==> src/rtl/time_counter.sv <==
// time_counter: BCD time-of-day counter (tenths/sec/min/hr) driven by 100 ms clk_ls edges.
// Latency: counters and sec_pulse update one clk edge after clk_ls rises; adjust one edge after a button rises.
// Backpressure: none; a tick arriving while paused or alongside an adjust edge is discarded.
//
// Ports:
//   clk, rst_n          system clock, asynchronous active-low reset
//   clk_ls              100 ms square wave, already in the clk domain
//   run                 1 = count, 0 = pause
//   inc_min, inc_hr     debounced button levels; each rising edge adds one
//   tenth               binary 0-9
//   sec, min, hr        packed BCD {tens,units}
//   sec_pulse           one-clk pulse whenever counting advances sec
// Optional feature macro TIME_COUNTER_ALARM_EN adds alarm_hr, alarm_min (BCD inputs)
// and the registered alarm flag.
module time_counter #(
  parameter logic [7:0] HOUR_MAX = 8'h23
) (
  input  logic       clk,
  input  logic       rst_n,
  input  logic       clk_ls,
  input  logic       run,
  input  logic       inc_min,
  input  logic       inc_hr,
`ifdef TIME_COUNTER_ALARM_EN
  input  logic [7:0] alarm_hr,
  input  logic [7:0] alarm_min,
  output logic       alarm,
`endif
  output logic [3:0] tenth,
  output logic [7:0] sec,
  output logic [7:0] min,
  output logic [7:0] hr,
  output logic       sec_pulse
);

  // Packed-BCD increment with wrap to 00 at 'top'; units roll into tens so
  // neither nibble ever holds A-F.
  function automatic logic [7:0] bcd_inc(input logic [7:0] v, input logic [7:0] top);
    if (v == top)
      return 8'h00;
    if (v[3:0] == 4'd9)
      return {v[7:4] + 4'd1, 4'd0};
    return {v[7:4], v[3:0] + 4'd1};
  endfunction

  logic ls_d, inc_min_d, inc_hr_d;
  logic tick, adj_min, adj_hr;

  // Delay registers reset high so an input already high out of reset gives no edge.
  always_ff @(posedge clk or negedge rst_n) begin
    if (!rst_n) begin
      ls_d      <= 1'b1;
      inc_min_d <= 1'b1;
      inc_hr_d  <= 1'b1;
    end else begin
      ls_d      <= clk_ls;
      inc_min_d <= inc_min;
      inc_hr_d  <= inc_hr;
    end
  end

  assign tick    = clk_ls  & ~ls_d;
  assign adj_min = inc_min & ~inc_min_d;
  assign adj_hr  = inc_hr  & ~inc_hr_d;

  logic [3:0] tenth_n;
  logic [7:0] sec_n, min_n, hr_n;
  logic       pulse_n;

  always_comb begin
    tenth_n = tenth;
    sec_n   = sec;
    min_n   = min;
    hr_n    = hr;
    pulse_n = 1'b0;
    if (adj_min || adj_hr) begin
      // Adjust wins over a coincident tick; that tick is simply lost.
      if (adj_min) min_n = bcd_inc(min, 8'h59);
      if (adj_hr)  hr_n  = bcd_inc(hr, HOUR_MAX);
    end else if (tick && run) begin
      if (tenth == 4'd9) begin
        tenth_n = 4'd0;
        pulse_n = 1'b1;
        sec_n   = bcd_inc(sec, 8'h59);
        if (sec == 8'h59) begin
          min_n = bcd_inc(min, 8'h59);
          if (min == 8'h59)
            hr_n = bcd_inc(hr, HOUR_MAX);
        end
      end else begin
        tenth_n = tenth + 4'd1;
      end
    end
  end

  always_ff @(posedge clk or negedge rst_n) begin
    if (!rst_n) begin
      tenth     <= 4'd0;
      sec       <= 8'h00;
      min       <= 8'h00;
      hr        <= 8'h00;
      sec_pulse <= 1'b0;
    end else begin
      tenth     <= tenth_n;
      sec       <= sec_n;
      min       <= min_n;
      hr        <= hr_n;
      sec_pulse <= pulse_n;
    end
  end

`ifdef TIME_COUNTER_ALARM_EN
  logic alarm_hit;
  assign alarm_hit = run && (hr == alarm_hr) && (min == alarm_min) &&
                     (sec == 8'h00) && (tenth == 4'd0);

  // Latches on the exact alarm instant and holds for the rest of that minute.
  always_ff @(posedge clk or negedge rst_n) begin
    if (!rst_n)
      alarm <= 1'b0;
    else if (alarm_hit)
      alarm <= 1'b1;
    else if (min != alarm_min)
      alarm <= 1'b0;
  end
`endif

endmodule

==> config.mk <==
export PLATFORM = sky130hd
export DESIGN_NAME = time_counter
export DESIGN_NICKNAME = d
export VERILOG_FILES = /design/src/rtl/time_counter.sv
export SDC_FILE = /design/constraint.sdc
export NUM_CORES = 1
export LEC_CHECK = 0
export CAP_MARGIN = 25
export CORE_ASPECT_RATIO = 1.25
export CORE_MARGIN = 3
export CORE_UTILIZATION = 39
export DETAILED_ROUTE_END_ITERATION = 16
export PLACE_DENSITY_LB_ADDON = 0.12
export SYNTH_ARGS = -nofsm -noshare
export SYNTH_HDL_FRONTEND = slang
export SYNTH_SLANG_ARGS = --single-unit
==> constraint.sdc <==
create_clock -name clk -period 2 [get_ports clk]
set_input_delay 0.2 -clock clk [delete_from_list [all_inputs] [get_ports clk]]
set_output_delay 0.2 -clock clk [all_outputs]
set_load 0.02 [all_outputs]
==> flow_summary_export.csv <==
group,metric,value,unit
timing,period_share,95.17,%
synth,synth_area_leaders,"dfrtp_1 42%, ha_1 8.8%, o21ai_0 5.0%",
synth,synth_most_common_cell,"dfrtp_1",
place,dpl_worst_slack,0.02728,ns
synth,yosys-top-cells-count,"29 x dfrtp_1, 17 x o21ai_0, 13 x nand2_1",
worst_setup_path,critPathTopFamily,"simple AND/OR/NAND/NOR gates",
synth,synthesis.area,1712,µm²
worst_setup_path,critPathKind,"flop to flop",
clocking,cts_buffers,5,
floorplan,coreArea,4164,µm²
worst_setup_path,cp.required,2.22,ns
worst_setup_path,r2r_start,"sec[5]$_DFFE_PN0P_",
synth,syn_area_per_cell,10.37,µm²
timing,skew,0.005858,ns
clocking,cts-root-buf,"clkbuf_8",
timing,setup_viol,0,
power_and_ir_drop,pwr_density_cell,1238,nW/µm²
synth,yosysSeqAreaShare,47.00,%
clocking,post_cts_buffers,0,
synth,synthFlopType,"dfrtp_1",
clocking,clk_latency,0.28,ns
route,antenna_left,0,
floorplan,die_y,80.07,µm
timing,rsz0062_at_grt,"no",
clocking,cts_sinks,32,
hold_path,hold_class,"input pin to async pin",
floorplan,initial_utilization,41.11,%
clocking,cts_tree,"yes",
timing,finalSetupTns,0,ns
worst_setup_path,r2r_cells,7,
synth,synth_cell_type_count,46,
place,dpl.hpwl,2698,µm
finish,fin_nets,234,
worst_setup_path,crit_chain,"inv_1, ha_1, and3b_1, and4_4, a21oi_2, or4b_1, nand3_1",
finish,final_cells,273,
worst_setup_path,r2r-end,"hr[3]$_DFFE_PN0P_",
power_and_ir_drop,peakVddDrop,0.6300,mV
finish,area.growth.synth_to_final,34.36,%
timing,worst_slack,0.09670,ns
clocking,clock_path_buffers,2,
synth,ys_seq_elements,32,
synth,synth-async-reset-ratio,100.0,%
synth,synth_edf_count,0,
timing,fmax,525.4,MHz
floorplan,ios,35,
grt,grt_pass1_wl,6113,µm
route,avgRoutedWirePerCell,13.27,µm
grt,antenna_found_initial,0,
timing,worst_slew_pin_slew,0.4213,ns
place,routabilityCongestion,0.7532,
worst_setup_path,critical-path-max-stage-delay,0.51,ns
clocking,h-tree-depth,2,
worst_setup_path,ff2ff_setup_slack,0.1,ns
floorplan,die_area,5225,µm²
worst_setup_path,path_max_fanout,5,
synth,synth_nets,183,
grt,grt_max_degree,33,
finish,post-route-util,55.23,%
grt,overflow,0,
finish,finalInstanceArea,2300,µm²
worst_setup_path,endpoint_kind,"flop",
power_and_ir_drop,p_leak,1.036,nW
place,dp_cells,265,
synth,yosysWarnings,0,
timing,slew_headroom,71.92,%
route,dr.first_iter.drc_count,45,
finish,drive_gt1_share,17.97,%
synth,yosysTopAreaCell,"dfrtp_1",
grt,grt_pass1_vias,1438,
route,vias,1410,
run_status,outcome,"finished clean",
route,viasPerCell,5.165,
place,place_area,2202,µm²
floorplan,rows,26,
worst_setup_path,startpoint_type,"flop",
synth,netlist.area_leader.share,42.40,%
place,port_buffers,34,
floorplan,die_x,65.26,µm
route,first_pass_iters,4,
finish,antenna_cells,0,
clocking,clkSlewWorstSetupHoldPaths,0.06,ns
timing,layout_min_cycle_time,1.903,ns
route,drc,0,
timing,timing.final.max_slew_violations,0,
timing,hold_ws,0.3154,ns
grt,gr-usage-all-layers,15.11,%
timing,hold_viol,0,
job,cap_violations,0,
power_and_ir_drop,power,2.846,mW
worst_setup_path,slowest_stage,"or4b_1",
synth,synthCells,165,
worst_setup_path,crit_arrival,2.12,ns
worst_setup_path,worst-path-buf-inv,1,
route,finalWirelength,3623,µm
-- report_power, final --
group | internal, mW | total, mW | switching, mW
registers | 0.842 | 1.12 | 0.278
logic | 0.620 | 1.22 | 0.603
clock network | 0.280 | 0.503 | 0.222
-- worst register-to-register path: cells and delay by family (launching register included) --
kind / cells / cell delay (ns)
flip-flops: 1 / 0.41
AND/OR/NAND/NOR: 4 / 1.09
AO/OA/AOI/OAI: 1 / 0.08
buffers and inverters: 1 / 0.08
adder cells (fa/ha/maj): 1 / 0.17
-- registers in the layout (all words and copies together) (netlist names) --
| signal | count |
|---|---|
| ls_d | 1 |
| sec_pulse | 1 |
| inc_hr_d | 1 |
| inc_min_d | 1 |
| hr | 8 |
| sec | 8 |
| min | 8 |
| tenth | 4 |
-- kinds of logic after synthesis --
family | count (synthesis) | synth area share (%)
AOI/OAI and AO/OA | 32 | 11.62
xor gates and xnor gates | 4 | 2.047
adders and majority gates | 12 | 8.772
buffers and inverters | 12 | 2.704
DFF | 32 | 47.00
muxes | 7 | 4.532
and+or+nand+nor | 66 | 23.32
-- repair_timing --
item,CTS,global route
resized for setup,0,1
setup endpoints to repair,0,2
hold buffers,0,0
-- how the worst max path moves through the flow --
stage,from,cells past startpoint,slack (ns),endpoint
2_1_floorplan,sec[0]$_DFFE_PN0P_,6,0.04,min[4]$_DFFE_PN0P_
3_3_place_gp,clk_ls,6,0.07,hr[3]$_DFFE_PN0P_
3_5_place_dp,clk_ls,7,0.03,hr[6]$_DFFE_PN0P_
4_1_cts,sec[5]$_DFFE_PN0P_,7,0.05,min[4]$_DFFE_PN0P_
5_1_grt,sec[5]$_DFFE_PN0P_,7,0.003,min[3]$_DFFE_PN0P_
6_report,sec[5]$_DFFE_PN0P_,7,0.1,hr[3]$_DFFE_PN0P_
-- cell type report --
class | instances | area (µm²)
inverters | 11 | 41.29
clock buffers | 8 | 90.09
multi-input cells | 121 | 868.3
repair buffers | 45 | 422.9
flip-flops and latches | 32 | 807.0
well taps | 56 | 70.07
fillers | 409 | 1864
-- per-layer routing --
metal  GRT usage [%]  part of all wire [%]  up-vias  routed length (µm)
li1                -                     -      680                   -
met1           15.49                    40      691                1450
met2           27.66                    54       31                1953
met3           3.077                   3.9        8                 140
met4           9.129                   2.2        0                  79
met5               0                     0        -                   0
-- cells in the final DEF, fill, tap and decap left out, types with 2 or more instances in the layout --
cell / instances
ha_1: 12
dfstp_2: 3
nand2_1: 13
nor2b_1: 5
nand3_1: 7
o21ai_0: 17
o31ai_1: 4
clkbuf_1: 2
inv_1: 10
nor2_1: 8
nor3_1: 4
dfrtp_2: 2
nand2b_1: 2
and3_1: 2
buf_4: 11
dfrtp_1: 27
clkdlybuf4s50_1: 34
or4b_1: 2
a21o_1: 3
a21oi_1: 4
or3_1: 3
clkbuf_8: 6
xor2_1: 3
mux2_2: 5
and4b_1: 2
Power figures use the tool's default switching activity.
